`src/rtl/gate_scheduler_if.sv`:
```
// Bundle of measurement-control signals between the gate scheduler and the
// count chain / display side.
//
// Strobe protocol: C_Clear, C_Enable and C_Store are level-per-cycle strobes
// driven from registers; at most one of them is high in any cycle. The count
// chain treats C_Enable as a gate (count every cycle it is high), C_Clear as
// a synchronous clear and C_Store as a one-cycle latch pulse. range_change
// is a one-cycle pulse and never coincides with C_Store. OF and BCD3 are
// level inputs; BCD3 is only meaningful after the gate has closed.
interface gate_scheduler_if;
    logic       Run;
    logic       Switch;
    logic [1:0] Select;
    logic       OF;
    logic [3:0] BCD3;
    logic       C_Clear;
    logic       C_Enable;
    logic       C_Store;
    logic [1:0] F_sel;
    logic       range_change;
    logic [1:0] Status_Value;

    // Scheduler side.
    modport master (
        input  Run, Switch, Select, OF, BCD3,
        output C_Clear, C_Enable, C_Store, F_sel, range_change, Status_Value
    );

    // Count chain / environment side.
    modport slave (
        output Run, Switch, Select, OF, BCD3,
        input  C_Clear, C_Enable, C_Store, F_sel, range_change, Status_Value
    );
endinterface

```
`src/rtl/gate_scheduler.sv`:
```
// Frequency-counter gate scheduler: clears the count chain, opens a gate whose
// length follows the active range, evaluates overflow / under-range for
// auto-ranging, then latches the result and holds it for display.
module gate_scheduler #(
    parameter int CLK_PER_MS = 50000,
    parameter int HOLD_MS    = 250
) (
    input  logic              CLK_50,
    input  logic              nRST,
    gate_scheduler_if.master  bus,
    output logic [2:0]        dbg_state
);

    typedef enum logic [2:0] {
        IDLE  = 3'd0,
        CLEAR = 3'd1,
        GATE  = 3'd2,
        EVAL  = 3'd3,
        STORE = 3'd4,
        HOLD  = 3'd5
    } state_t;

    // Millisecond counter must reach the longest period in ms (1000 ms gate
    // or the hold time, whichever is larger) without wrapping.
    localparam int MAX_MS = (HOLD_MS > 1000) ? HOLD_MS : 1000;
    localparam int MS_W   = $clog2(MAX_MS + 1);
    localparam int PRE_W  = (CLK_PER_MS > 1) ? $clog2(CLK_PER_MS) : 1;

    localparam logic [PRE_W-1:0] PRE_LAST  = PRE_W'(CLK_PER_MS - 1);
    localparam logic [MS_W-1:0]  GATE0_END = MS_W'(999);
    localparam logic [MS_W-1:0]  GATE1_END = MS_W'(99);
    localparam logic [MS_W-1:0]  GATE2_END = MS_W'(9);
    localparam logic [MS_W-1:0]  GATE3_END = MS_W'(0);
    localparam logic [MS_W-1:0]  HOLD_END  = MS_W'(HOLD_MS - 1);

    state_t            state;
    state_t            state_nx;
    logic [PRE_W-1:0]  pre_cnt;
    logic [MS_W-1:0]   ms_cnt;
    logic [MS_W-1:0]   last_ms;
    logic              period_done;
    logic              of_seen;
    logic              sw_mode;
    logic              up_range;
    logic              down_range;
    logic [1:0]        f_sel;
    logic [1:0]        f_sel_nx;
    logic              rc_nx;
    logic              c_clear;
    logic              c_enable;
    logic              c_store;
    logic              range_change;
    logic [1:0]        status_value;

    assign bus.C_Clear      = c_clear;
    assign bus.C_Enable     = c_enable;
    assign bus.C_Store      = c_store;
    assign bus.F_sel        = f_sel;
    assign bus.range_change = range_change;
    assign bus.Status_Value = status_value;
    assign dbg_state        = state;

    // Phase code reported for a given state.
    function automatic logic [1:0] phase_of(input state_t s);
        case (s)
            CLEAR, EVAL: phase_of = 2'd1;
            GATE:        phase_of = 2'd2;
            STORE, HOLD: phase_of = 2'd3;
            default:     phase_of = 2'd0;
        endcase
    endfunction

    // Last millisecond index of the current timed period (gate or hold).
    always_comb begin
        last_ms = HOLD_END;
        if (state == GATE) begin
            case (f_sel)
                2'd0:    last_ms = GATE0_END;
                2'd1:    last_ms = GATE1_END;
                2'd2:    last_ms = GATE2_END;
                default: last_ms = GATE3_END;
            endcase
        end
        period_done = (pre_cnt == PRE_LAST) && (ms_cnt == last_ms);
    end

    // Auto-range decisions, using the mode captured in CLEAR.
    always_comb begin
        up_range   = !sw_mode && of_seen && (f_sel != 2'd3);
        down_range = !sw_mode && !of_seen && (bus.BCD3 == 4'd0) && (f_sel != 2'd0);
    end

    // Next-state, next range code and range-change pulse.
    always_comb begin
        state_nx = state;
        f_sel_nx = f_sel;
        rc_nx    = 1'b0;
        case (state)
            IDLE: begin
                if (bus.Run) state_nx = CLEAR;
            end
            CLEAR: begin
                if (bus.Switch) f_sel_nx = bus.Select;
                state_nx = GATE;
            end
            GATE: begin
                if (period_done) state_nx = EVAL;
            end
            EVAL: begin
                // A range change discards this measurement and restarts.
                if (up_range) begin
                    f_sel_nx = f_sel + 2'd1;
                    rc_nx    = 1'b1;
                    state_nx = CLEAR;
                end else if (down_range) begin
                    f_sel_nx = f_sel - 2'd1;
                    rc_nx    = 1'b1;
                    state_nx = CLEAR;
                end else begin
                    state_nx = STORE;
                end
            end
            STORE: begin
                state_nx = HOLD;
            end
            HOLD: begin
                // Run is only consulted here, so dropping it never aborts a cycle.
                if (period_done) state_nx = bus.Run ? CLEAR : IDLE;
            end
            default: begin
                state_nx = IDLE;
            end
        endcase
    end

    // State register.
    always_ff @(posedge CLK_50 or negedge nRST) begin
        if (!nRST) state <= IDLE;
        else       state <= state_nx;
    end

    // Registered strobes and phase outputs, decoded from the next state.
    always_ff @(posedge CLK_50 or negedge nRST) begin
        if (!nRST) begin
            c_clear      <= 1'b0;
            c_enable     <= 1'b0;
            c_store      <= 1'b0;
            range_change <= 1'b0;
            f_sel        <= 2'd0;
            status_value <= 2'd0;
        end else begin
            c_clear      <= (state_nx == CLEAR);
            c_enable     <= (state_nx == GATE);
            c_store      <= (state_nx == STORE);
            range_change <= rc_nx;
            f_sel        <= f_sel_nx;
            status_value <= phase_of(state_nx);
        end
    end

    // Range mode capture and overflow latch.
    always_ff @(posedge CLK_50 or negedge nRST) begin
        if (!nRST) begin
            sw_mode <= 1'b0;
            of_seen <= 1'b0;
        end else if (state == CLEAR) begin
            sw_mode <= bus.Switch;
            of_seen <= 1'b0;
        end else if (state == GATE && bus.OF) begin
            of_seen <= 1'b1;
        end
    end

    // ms prescaler and ms counter; held at zero outside GATE and HOLD so both
    // start from zero on entry to either timed phase.
    always_ff @(posedge CLK_50 or negedge nRST) begin
        if (!nRST) begin
            pre_cnt <= '0;
            ms_cnt  <= '0;
        end else if ((state != GATE && state != HOLD) || period_done) begin
            pre_cnt <= '0;
            ms_cnt  <= '0;
        end else if (pre_cnt == PRE_LAST) begin
            pre_cnt <= '0;
            ms_cnt  <= ms_cnt + 1'b1;
        end else begin
            pre_cnt <= pre_cnt + 1'b1;
        end
    end

endmodule

```
`src/flat_wrapper.sv`:
```
// flat-port wrapper written by rule: the top's interface ports become plain ports
module gate_scheduler_flat 
#(
    parameter int CLK_PER_MS = 50000,
    parameter int HOLD_MS    = 250
)
  (CLK_50, nRST, dbg_state, bus_Run, bus_Switch, bus_Select, bus_OF, bus_BCD3, bus_C_Clear, bus_C_Enable, bus_C_Store, bus_F_sel, bus_range_change, bus_Status_Value);
  gate_scheduler_if bus_i ();
  input  logic CLK_50;
  input  logic nRST;
  output logic [2:0] dbg_state;
  input wire logic [$bits(bus_i.Run)-1:0] bus_Run;
  input wire logic [$bits(bus_i.Switch)-1:0] bus_Switch;
  input wire logic [$bits(bus_i.Select)-1:0] bus_Select;
  input wire logic [$bits(bus_i.OF)-1:0] bus_OF;
  input wire logic [$bits(bus_i.BCD3)-1:0] bus_BCD3;
  output wire logic [$bits(bus_i.C_Clear)-1:0] bus_C_Clear;
  output wire logic [$bits(bus_i.C_Enable)-1:0] bus_C_Enable;
  output wire logic [$bits(bus_i.C_Store)-1:0] bus_C_Store;
  output wire logic [$bits(bus_i.F_sel)-1:0] bus_F_sel;
  output wire logic [$bits(bus_i.range_change)-1:0] bus_range_change;
  output wire logic [$bits(bus_i.Status_Value)-1:0] bus_Status_Value;
  assign bus_i.Run = bus_Run;
  assign bus_i.Switch = bus_Switch;
  assign bus_i.Select = bus_Select;
  assign bus_i.OF = bus_OF;
  assign bus_i.BCD3 = bus_BCD3;
  assign bus_C_Clear = bus_i.C_Clear;
  assign bus_C_Enable = bus_i.C_Enable;
  assign bus_C_Store = bus_i.C_Store;
  assign bus_F_sel = bus_i.F_sel;
  assign bus_range_change = bus_i.range_change;
  assign bus_Status_Value = bus_i.Status_Value;
  gate_scheduler #(.CLK_PER_MS(CLK_PER_MS), .HOLD_MS(HOLD_MS)) u_core (.CLK_50(CLK_50), .nRST(nRST), .bus(bus_i), .dbg_state(dbg_state));
endmodule
```
`config.mk`:
```
export PLATFORM = sky130hd
export DESIGN_NAME = gate_scheduler_flat
export DESIGN_NICKNAME = d
export VERILOG_FILES = /design/src/rtl/gate_scheduler_if.sv /design/src/rtl/gate_scheduler.sv /design/src/flat_wrapper.sv
export SDC_FILE = /design/constraint.sdc
export NUM_CORES = 1
export LEC_CHECK = 0
export CORE_ASPECT_RATIO = 0.5
export CORE_MARGIN = 5
export CORE_UTILIZATION = 60
export CTS_CLUSTER_DIAMETER = 50
export DETAILED_ROUTE_END_ITERATION = 12
export GPL_TIMING_DRIVEN = 0
export HOLD_SLACK_MARGIN = 0.12
export PLACE_DENSITY_LB_ADDON = 0.25
export SLEW_MARGIN = 20
export SYNTH_ARGS = -nofsm -noshare
export SYNTH_HDL_FRONTEND = slang
export SYNTH_SLANG_ARGS = --single-unit
```
`constraint.sdc`:
```
create_clock -name CLK_50 -period 5.88 [get_ports CLK_50]
set_input_delay 1.176 -clock CLK_50 [delete_from_list [all_inputs] [get_ports CLK_50]]
set_output_delay 1.176 -clock CLK_50 [all_outputs]
set_load 0.05 [all_outputs]
```
Word-level counts from Yosys, hierarchy flattened
Cells that the tools add are included.
{"block": "word_totals", "mem_count": 0, "in_bits": 11, "latchBits": 0, "ramBits": 0, "reg_bits": 39, "word_cells": 78, "mem_bits_ro": 0}
{"block": "op_classes", "magnitude_cmp": 0, "bitwise": 0, "reduce_logical": 21, "eq_ne": 19, "mux": 23, "n_shift": 0, "div_mod_pow": 0, "multipliers": 0, "add_sub_neg": 4}
{"op": "two-way mux 16 bit", "n": 2}
{"op": "two-way mux 10 bit", "n": 3}
{"op": "one-hot mux 10 bit (3 select lines)", "n": 1}
{"op": "one-hot mux 3 bit (6 select lines)", "n": 1}
{"op": "adder 16 x 1 -> 16 bit, second input constant", "n": 1}
{"op": "== test 16 bit, second input constant", "n": 1}
{"op": "two-way mux 3 bit", "n": 5}
{"op": "== test 3 x 2 -> 1 bit, second input constant", "n": 4}
{"op": "== test 3 bit, second input constant", "n": 4}
{"op": "adder 10 x 1 -> 10 bit, second input constant", "n": 1}
{"op": "== test 10 bit", "n": 1}
{"op": "logical AND 1 bit", "n": 8}
{"op": "nonzero test 2 bit", "n": 4}
{"op": "== test 3 x 1 -> 1 bit, second input constant", "n": 2}
{"op": "two-way mux 1 bit", "n": 6}
{"op": "two-way mux 2 bit", "n": 3}
{"op": "one-hot mux 2 bit (3 select lines)", "n": 1}
{"op": "zero test 4 bit", "n": 1}
{"op": "inequality test 2 bit, second input constant", "n": 2}
{"op": "one-hot mux 2 bit (2 select lines)", "n": 1}
{"op": "OR reduction 2 bit", "n": 2}
{"op": "zero test 3 bit", "n": 1}
{"op": "inequality test 3 x 1 -> 1 bit, second input constant", "n": 1}
{"op": "inequality test 3 x 2 -> 1 bit, second input constant", "n": 1}
{"op": "9 further kinds", "n": 10}

Logic depth before layout (Yosys ltp)
{"block": "logic_depth", "depth_word": 10, "ltp_mapped": 8, "depth_no_buf": 8}

Worst setup path before layout
No wires, ideal clock.
{"block": "synth_timing", "path_type": "reg-to-reg", "startpoint": "register u_core.f_sel[0] (netlist: u_core.bus.F_sel[0])", "endpoint": "register u_core.status_value[1] (netlist: u_core.bus.Status_Value[1])", "n_path_buf": 0, "stages_incl_launch_ff": 8, "setup_time_ns": 0.119, "setup_slack_ns": 3.560, "arrival_time_ns": 2.201, "t_required_ns": 5.761, "period_less_slack_ns": 2.320, "path_cell_list": "dfrtp_1 -> inv_1 -> ha_1 -> a2111o_1 -> a21oi_1 -> nand4_1 -> o21ai_2 -> a21bo_1"}
{"block": "synth_between", "elab_chain_len": 10}
{"item": "from (decl)", "line_no": "gate_scheduler.sv:46", "rtl": "logic [1:0] f_sel;"}
{"item": "from (signal assigned)", "line_no": "gate_scheduler.sv:156", "rtl": "f_sel <= f_sel_nx;"}
{"item": "== test 2 bit, or another cell as far along", "line_no": "gate_scheduler.sv:77", "rtl": "case (f_sel)"}
{"item": "one-hot mux 10 bit (3 select lines)", "line_no": "gate_scheduler.sv:77"}
{"item": "two-way mux 10 bit", "line_no": "gate_scheduler.sv:76", "rtl": "if (state == GATE) begin"}
{"item": "== test 10 bit", "line_no": "gate_scheduler.sv:84", "rtl": "period_done = (pre_cnt == PRE_LAST) && (ms_cnt == last_ms);"}
{"item": "logical AND 1 bit", "line_no": "gate_scheduler.sv:84"}
{"item": "two-way mux 3 bit, on equally long branches", "line_no": "gate_scheduler.sv:128, gate_scheduler.sv:107"}
{"item": "one-hot mux 3 bit (6 select lines) *", "line_no": "gate_scheduler.sv:98", "rtl": "case (state)"}
{"item": "== test 3 bit, or another cell as far along", "line_no": "gate_scheduler.sv:65", "rtl": "case (s)"}
{"item": "OR reduction 2 bit", "line_no": "gate_scheduler.sv:65"}
{"item": "one-hot mux 2 bit (3 select lines) *", "line_no": "gate_scheduler.sv:65"}
{"item": "to (signal assigned)", "line_no": "gate_scheduler.sv:157", "rtl": "status_value <= phase_of(state_nx);"}
{"item": "to (decl)", "line_no": "gate_scheduler.sv:53", "rtl": "logic [1:0] status_value;"}
Mark *: on every way between the ends. The rest lies on a longest branch, timed or not.
A chain may end at the register's enable or synchronous reset.

Worst setup path after layout
{"block": "layout_timing", "startpoint": "register u_core.state[1] (netlist: u_core.dbg_state[1])", "endpoint": "output dbg_state[1]"}
{"item": "from (decl)", "line_no": "gate_scheduler.sv:36", "rtl": "state_t state;"}
{"item": "from (signal assigned)", "line_no": "gate_scheduler.sv:139", "rtl": "else state <= state_nx;"}
{"item": "to (decl)", "line_no": "flat_wrapper.sv:11", "rtl": "output logic [2:0] dbg_state;"}
No word-level cell between the ends.

==> impl_metrics.json <==
{
  "grt_pass1_wl_um": 7290,
  "maxCapViolCount": 0,
  "rows": 15,
  "synth_edf_count": 0,
  "clockRootBuffer": "clkbuf_8",
  "p_seq_share_pct": 51.6,
  "synthArstFlopShare_pct": 100,
  "grt_usage_pct": 19.5,
  "ys_seq_elements": 39,
  "hold_viol": 0,
  "wl_per_cell_um": 13.8,
  "outcome": "completed",
  "end_kind": "output pin",
  "critPathBufInv": 1,
  "die-area_sq_um": 4890,
  "fill_cells": 233,
  "critPathLaunchType": "flip-flop",
  "drtIter0Drc": 94,
  "cp_slowest_cell": "clkdlybuf4s50_1",
  "cp_data_required_time_ps": 4700,
  "initial_core_util_pct": 62.1,
  "clock-sinks": 39,
  "drv_slew": 0,
  "grt_max_degree": 22,
  "cp_top_family": "buffers and inverters",
  "max_stage_delay_ps": 850,
  "hold_ws_ps": 464,
  "cts_setup_buffers": 0,
  "post-route-period-util_pct": 47.4,
  "max_slew_margin_pct": 65.2,
  "cts_tree": "built",
  "avgViaCountPerCell": 5.58,
  "crit_fanout": 7,
  "crit_cells": 1,
  "worstMarginPinSlew_ps": 520,
  "fp.coreArea_sq_um": 3420,
  "fmax_mhz": 359,
  "syn_avg_cell_area_sq_um": 9.55,
  "power.leakage_nw": 1.18,
  "final_cell_area_sq_um": 2530,
  "via_count": 1692,
  "cp.arrival_ps": 1610,
  "final_nets": 270,
  "yosysTopAreaCellShare_pct": 46.0,
  "cts_max_path_buffers": 2,
  "synthesis.area_sq_um": 2120,
  "pwr-share-comb_pct": 10.3,
  "place.detailed.hpwl_um": 3040,
  "ir_worst_vdd_mv": 0.137,
  "ys_seq_area_share_pct": 46.0,
  "place_congestion": 0.872,
  "syn_nets": 241,
  "portBuffers": 21,
  "place_area_sq_um": 2420,
  "p_clk_share_pct": 38.1,
  "final_core_util_pct": 74.2,
  "multi_input_area_sq_um": 1100,
  "area_delta_synth_final_pct": 19.5,
  "grt-ovfl-total": 0,
  "ant_nets": 0,
  "die_w_um": 94.1,
  "dr.pass1.iters": 4,
  "clk_latency_ps": 300,
  "netlist_instances": 222,
  "antenna_found_initial": 0,
  "place_ws_ps": 3090,
  "drc_errors": 0,
  "synth.distinct_cells": 41,
  "cts_hold_buf": 0,
  "grt_pass1_vias": 1606,
  "p_switching_mw": 0.150,
  "ys_warn_count": 0,
  "synthTopCellsByCount": "39 x dfrtp_1, 39 x nor2_1, 17 x nand2_1, 15 x xnor2_1, 14 x nand3_1",
  "rr_worst_depth": 7,
  "crit_chain": "clkdlybuf4s50_1",
  "synth_top_area_cell": "dfrtp_1",
  "clk_pin_slew_ps": 70,
  "fin_ws_ps": 3090,
  "register_area_sq_um": 976,
  "period_minus_slack_ps": 2790,
  "die_h_um": 52.0,
  "grt_setup_unrepaired": "false",
  "numCtsBuffers": 5,
  "setup_viol": 0,
  "hp-class": "reg2reg",
  "p_int_mw": 0.462,
  "wirelength_um": 4200,
  "num_antenna_cells": 0,
  "clock_skew_ps": 5.24,
  "power_density_nw_per_um2": 242,
  "synthFlopType": "dfrtp_1",
  "synth_area_leaders": "dfrtp_1 46%, nor2_1 6.9%, xnor2_1 6.2%, ha_1 4.7%, xor2_1 4.1%",
  "io_pins": 22,
  "min_path_cells": 1,
  "layout-drive-gt1-share_pct": 7.14,
  "fin_setup_tns_ps": 0,
  "ctsResizeCount": 0,
  "critPathKind": "reg2out",
  "htree_levels": 2,
  "switching_share_pct": 24.6
}
-- layout by cell type, fill, tap and decap left out, types with 4 or more instances in the layout --
cell and instances:
nor2_1 39, dfrtp_1 39, clkdlybuf4s50_1 20, nand2_1 17, xnor2_1 15, nand3_1 14, xor2_1 10, and3_1 10
a21oi_1 8, ha_1 8, o21ai_0 6, clkbuf_8 6, inv_1 5, nor3_1 5, clkbuf_1 4
-- power by group through the flow --
stage,sequential (mW),clock [mW],combinational [mW]
2_1_floorplan,0.317,0,0.0391
3_3_place_gp,0.319,0,0.0589
3_5_place_dp,0.321,0,0.0638
4_1_cts,0.316,0.235,0.0642
5_1_grt,0.320,0.246,0.0725
6_report,0.316,0.233,0.0629
-- cell type report --
| type | count | area share, % |
|---|---|---|
| Buffer | 5 | 1.04 |
| Tap cell | 51 | 2.52 |
| Clock inverter | 2 | 1.38 |
| Timing Repair Buffer | 22 | 9.19 |
| Sequential cell | 39 | 38.5 |
| Multi-Input combinational cell | 173 | 43.4 |
| Inverter | 5 | 0.741 |
| Clock buffer | 6 | 3.26 |
-- through the flow --
stage / cells / total power [mW]
4_1_cts: 303 / 0.615
3_3_place_gp: 294 / 0.378
3_5_place_dp: 295 / 0.384
5_1_grt: 303 / 0.638
2_1_floorplan: 222 / 0.356
6_report: 303 / 0.612
-- metal layers --
| layer | vias up | GRT usage [%] | wire length, um |
|---|---|---|---|
| met2 | 48 | 31.7 | 2000 |
| met5 | - | 0 | 0 |
| met1 | 811 | 25.4 | 1930 |
| met3 | 7 | 4.62 | 206 |
| met4 | 0 | 7.91 | 53 |
| li1 | 826 | - | - |
-- registers in the layout, summed over array words and instances (netlist names), 2 cells and up --
register                 flops
u_core.pre_cnt              16
u_core.ms_cnt               10
u_core.bus.F_sel             2
u_core.dbg_state             3
u_core.bus.Status_Value      2
-- cells by family after synthesis --
kind of cell / Yosys count / synth area share (%)
muxes: 3 / 1.53
buffers and inverters: 10 / 2.12
and+or+nand+nor: 106 / 25.4
DFF: 39 / 46.0
AOI/OAI and AO/OA: 31 / 9.80
xor gates and xnor gates: 25 / 10.3
adders and majority gates: 8 / 4.72
-- worst paths after layout --
check | startpoint | to | slack, ps
max in group asynchronous | nRST | u_core.pre_cnt[14] | 4600
worst max-delay path | u_core.dbg_state[1] | dbg_state[1] | 3090
min in group asynchronous | nRST | u_core.pre_cnt[8] | 820
worst min-delay path | u_core.pre_cnt[0] | u_core.pre_cnt[0] | 460
worst min register to register | u_core.pre_cnt[0] | u_core.pre_cnt[0] | 460
worst max register to register | u_core.bus.F_sel[0] | u_core.ms_cnt[6] | 3520
Power figures use the tool's default switching activity.
==> variant 1 (config.mk and constraints unchanged) <==
`HOLD_MS` is set to 250 in 2 places; all go to 500.
--- a/src/rtl/gate_scheduler.sv
+++ b/src/rtl/gate_scheduler.sv
@@ -3,7 +3,7 @@
 // auto-ranging, then latches the result and holds it for display.
 module gate_scheduler #(
     parameter int CLK_PER_MS = 50000,
-    parameter int HOLD_MS    = 250
+    parameter int HOLD_MS    = 500
 ) (
     input  logic              CLK_50,
     input  logic              nRST,
--- a/src/flat_wrapper.sv
+++ b/src/flat_wrapper.sv
@@ -2,7 +2,7 @@
 module gate_scheduler_flat 
 #(
     parameter int CLK_PER_MS = 50000,
-    parameter int HOLD_MS    = 250
+    parameter int HOLD_MS    = 500
 )
   (CLK_50, nRST, dbg_state, bus_Run, bus_Switch, bus_Select, bus_OF, bus_BCD3, bus_C_Clear, bus_C_Enable, bus_C_Store, bus_F_sel, bus_range_change, bus_Status_Value);
   gate_scheduler_if bus_i ();
Formal check against the unedited RTL: same outputs for any inputs over 10 cycles, from zero or initial values and one cycle with nRST low; that may be too few to reach the edited logic, so the function may still have changed.
==> variant 1 against the original RTL <==
Sequential cell count unchanged. Via count increased by 4.7%. Routed wire length increased by 13%. Area after synthesis increased by 6.6%. Worst setup slack got worse by 54 ps. Core utilization increased by 1.8 points. Global-route usage increased by 1.3 points. Cell area increased by 5.8%.
Power is not compared: it rests on default switching activity, and its combinational part moved more than twofold at a synthesized area within 25%.
==> variant 1: results (changes against the original RTL) <==
* Hpwl dp at 3.369 mm (+11%)
* Root Driver: clkbuf_8
* R2R Setup Slk at 3320 ps (-200 ps)
* First-pass GRT wire length at 8.438 mm (+16%)
* GRT Resource Usage Total at 0.2081 (+0.01287)
* Power share of the combinational group at 0.030
* Worst vdd ir at 0.1432 mV
* Synth top area cells: dfrtp_1 (43%), xor2_1 (6.6%), nor2_1 (5.7%), ha_1 (4.4%), nand3_1 (3.1%)
* Largest register FFs at 16 (unchanged)
* Post_cts resized at 0 (unchanged)
* TritonRoute pass-1 iters at 5 (+1)
* DRT iter0 DRCs at 105 (+12%)
* Max transition margin at 0.5768 (-0.07553)
* CP max-delay cell: clkdlybuf4s50_1
* Post-Syn Nets at 248 (+2.9%)
* Num CTS Buffers at 5 (unchanged)
* Pre-CTS worst setup slack at 3089 ps (+0.9900 ps)
* Reg clk slew, reported paths at 80 ps
* Leak at 1.210 nW
* Total wire length at 4.756 mm (+13%)
* Net Sw Frac at 0.1888
* Area after DPL at 0.002547 sq mm (+5.4%)
* Gpl congestion at 0.9066 (+3.9%)
* Clk_lat worst skew at 290 ps
* Ys async rst share at 1.000 (unchanged)
* CTS H-tree lvls at 2 (unchanged)
* Status: finished, final reports clean
* Cell family with most CP delay: buffers and inverters
* Top reg by flops: u_core.pre_cnt
* Top cells by count, synth: dfrtp_1 (39), nor2_1 (34), xor2_1 (17)
* Yosys Warn Count at 0 (unchanged)
* Register area share after synthesis at 0.4321 (-0.02832)
* Crit Path Max Fanout at 9 (+2)
* Vias at 1772 (+4.7%)
* Hold/Removal Path Class: reg -> reg
* Port Buf Inserts at 21 (unchanged)
* Initial antenna violation count at 0 (unchanged)
* Worst Path Arrival at 1670 ps (+60 ps)
* Clock buffer depth at 2 (unchanged)
* Setup ws final at 3038 ps (-54.30 ps)
* P_clk at 0.265 mW
* Post-CTS Setup Bufs at 0 (unchanged)
* Synth unique cells at 51 (+24%)
* Clock skew at 6.619 ps (+1.384 ps)
* Worst path max stage delay at 870 ps (+20 ps)
* Share of post-route cells with drive strength above 1 at 0.1313 (+0.05985)
* Largest net degree at the start of global routing at 33 (+50%)
* Antenna cells at 0 (unchanged)
* Nets at 277 (+2.6%)
* Synth area leader: dfrtp_1
* Antenna Nets Post-Route at 0 (unchanged)
-- variant 1: kinds of logic after synthesis --
family | synth area share
adders and majority gates | 0.04432
muxes | 0.02272
DFF | 0.4321
buffers and inverters | 0.04266
xor gates and xnor gates | 0.09695
AOI/OAI and AO/OA | 0.1102
and+or+nand+nor | 0.2510
-- variant 1: layout make-up --
class / instances / area, sq um
Timing Repair Buffer: 22 / 225.2
Inverter: 9 / 33.78
Sequential cell: 39 / 975.9
Buffer: 8 / 62.56
Fill cell: 259 / 848.3
Multi-Input combinational cell: 173 / 1186
Clock inverter: 2 / 60.06
Tap cell: 51 / 63.81
Clock buffer: 6 / 72.57
-- variant 1: routing by layer --
| layer | global-route usage | share of wire | vias to the layer above |
|---|---|---|---|
| met5 | 0 | 0 | - |
| met4 | 0.05828 | 0.0074 | 0 |
| met3 | 0.05526 | 0.043 | 4 |
| met2 | 0.3516 | 0.48 | 46 |
| met1 | 0.2679 | 0.47 | 861 |
| li1 | - | - | 861 |
-- variant 1: through the flow --
step	total power, mW	utilization	hold slack [ps]	std cells
6_report	0.5503	0.7596	472.0	310
4_1_cts	0.5544	0.7596	468.3	310
5_1_grt	0.5713	0.7596	496.5	310
3_3_place_gp	0.2898	0.7177	446.2	301
3_5_place_dp	0.2915	0.7220	457.9	302
2_1_floorplan	0.2772	-	432.9	229
-- variant 1: worst paths after layout --
path,from,to,depth (start not counted)
hold / removal,u_core.pre_cnt[0],u_core.pre_cnt[0],1
max in group asynchronous,nRST,u_core.of_seen,2
min in group asynchronous,nRST,u_core.pre_cnt[14],1
setup / recovery,u_core.bus.F_sel[0],bus_F_sel[0],1
setup reg to reg,u_core.bus.F_sel[0],u_core.dbg_state[2],7
hold reg to reg,u_core.pre_cnt[0],u_core.pre_cnt[0],1
==> variant 2 (config.mk and constraints unchanged) <==
Without the edit above. Register the output `dbg_state` once more; this adds one clock of latency there. The other outputs are not delayed to match.
--- a/src/rtl/gate_scheduler.sv
+++ b/src/rtl/gate_scheduler.sv
@@ -58,7 +58,9 @@
     assign bus.F_sel        = f_sel;
     assign bus.range_change = range_change;
     assign bus.Status_Value = status_value;
-    assign dbg_state        = state;
+    always_ff @(posedge CLK_50) begin
+        dbg_state <= state;
+    end
 
     // Phase code reported for a given state.
     function automatic logic [1:0] phase_of(input state_t s);
Check against the original RTL: not equivalent (Yosys sat finds a counterexample within 4 cycles, from zero or initial values and one cycle with nRST low).
==> variant 2 against the original RTL <==
Worst setup slack better by 3.4 ps. Cell area up 2.6%. Sequential cell count rose by 3. Total power grew 9.5%. Routed wire length up 4.3%. Area after synthesis grew 1.9%. Via count up 2.7%. Global-route usage rose by 0.84 points. Critical path type is now in -> reg.
==> variant 2: results (changes against the original RTL) <==
* GRT Resource Usage Total at 0.2036 (+0.008400)
* Min-Delay Path Depth at 0 (-1)
* Gpl congestion at 0.8857 (+1.5%)
* Hold/Removal Path Class: reg -> reg
* Worst vdd ir at 0.1291 mV (-5.7%)
* Hold Startpoint: u_core.state[0]
* Reg2Reg Depth at 8 (+1)
* Hpwl dp at 2.955 mm (-2.9%)
* Number of global-route vias before repair at 1741 (+8.4%)
* Status: finished, final reports clean
* Syn_area_per_cell at 9.556 sq um (about the same)
* Pre-CTS worst setup slack at 2909 ps (-179.7 ps)
* Worst path max stage delay at 410 ps (-440 ps)
* Top cells by count, synth: dfrtp_1 (39), nor2_1 (39), nand2_1 (16)
* Post-Place Cells at 299 (+1.4%)
* Worst Path Arrival at 2990 ps (+1380 ps)
* Max transition margin at 0.6508 (-0.001566)
* Total wire length at 4.378 mm (+4.3%)
* Ys async rst share at 0.9286 (-0.07143)
* Clock skew at 6.562 ps (+1.327 ps)
* R2R Setup Slk at 3350 ps (-170 ps)
* Leak at 1.151 nW (-2.2%)
* CP max-delay cell: a21boi_0
* Post-Syn Nets at 245 (+1.7%)
* Register area share after synthesis at 0.4797 (+0.01927)
* Synth top area cells: dfrtp_1 (45%), nor2_1 (6.8%), xor2_1 (5.3%), ha_1 (4.6%), xnor2_1 (3.7%)
* Worst hold endpoint: u_core.dbg_state[0]
* Share of post-route cells with drive strength above 1 at 0.05859 (-0.01283)
* Num CTS Buffers at 5 (unchanged)
* Post_cts resized at 0 (unchanged)
* Nets at 274 (+1.5%)
* Vias per cell at 5.661 (+1.4%)
* CTS H-tree lvls at 2 (unchanged)
* Worst r2r src: u_core.pre_cnt[0]
* Per-cell routed wire length at 14.26 um (+3.0%)
* Cell family with most CP delay: compound AO/OA/AOI/OAI gates
* DRT iter0 DRCs at 76 (-19%)
* Crit Path Max Fanout at 6 (-1)
* First-pass GRT wire length at 7.741 mm (+6.1%)
* R2r endpoint: u_core.bus.Status_Value[0]
* Synth unique cells at 40 (-2.4%)
* Yosys Warn Count at 0 (unchanged)
variant 2: cell families (layout without fill, tap and decap cells):
logic type      Yosys count  count (layout)  share of synthesized area
simple gates            104             104                     0.2375
flops                    42              42                     0.4797
compound gates           33              33                     0.1020
xor+xnor                 22              22                    0.08923
buf+inv                  12              42                    0.02143
fa+ha+maj                 8               8                    0.04635
mux                       5               5                    0.02375
variant 2: layer usage:
layer / GRT usage / vias to the layer above / share of wire
met5: 0 / - / 0
met4: 0.05981 / 0 / 0.0078
met3: 0.05595 / 5 / 0.056
met2: 0.3489 / 51 / 0.48
met1: 0.2543 / 835 / 0.46
li1: - / 847 / -
variant 2: worst reg2reg max path, delay by kind of cell, from the launching register on:
kind                     cells  cell delay [ps]
AO/OA/AOI/OAI                3              850
AND/OR/NAND/NOR              2              610
flip-flops                   1              390
multiplexers                 1              210
adder cells (fa/ha/maj)      1              190
buffers and inverters        1              190
variant 2: worst max path at each step:
stage | start | end | slack, ps
2_1_floorplan | u_core.bus.F_sel[0] | u_core.bus.Status_Value[0] | 3540
6_report | bus_BCD3[1] | u_core.bus.F_sel[0] | 3100
5_1_grt | bus_BCD3[1] | u_core.bus.F_sel[0] | 2960
3_5_place_dp | bus_BCD3[1] | u_core.bus.F_sel[0] | 2910
4_1_cts | u_core.bus.F_sel[1] | bus_F_sel[1] | 3110
3_3_place_gp | nRST | u_core.sw_mode | 2730
variant 2: final cells by class:
cell class	instances	area (sq um)
multi-input cells	172	1077
flip-flops and latches	42	1036
fillers	250	854.6
repair buffers	22	232.7
clock buffers	6	82.58
well taps	51	63.81
clock inverters	2	60.06
plain buffers	7	27.53
inverters	5	18.77
variant 2: power by group:
part,internal [mW],switching (mW),total [mW]
logic,0.0316,0.0245,0.0561
clock network,0.181,0.0989,0.280
registers,0.311,0.0228,0.334
total,0.524,0.146,0.670
variant 2: through the flow:
stage | hold slack, ps | cell area (sq um)
floorplan | 360.8 | 2160
finish | 396.6 | 2599
detailed placement | 380.6 | 2456
CTS | 399.6 | 2599
global placement | 374.4 | 2434
global route | 428.8 | 2599
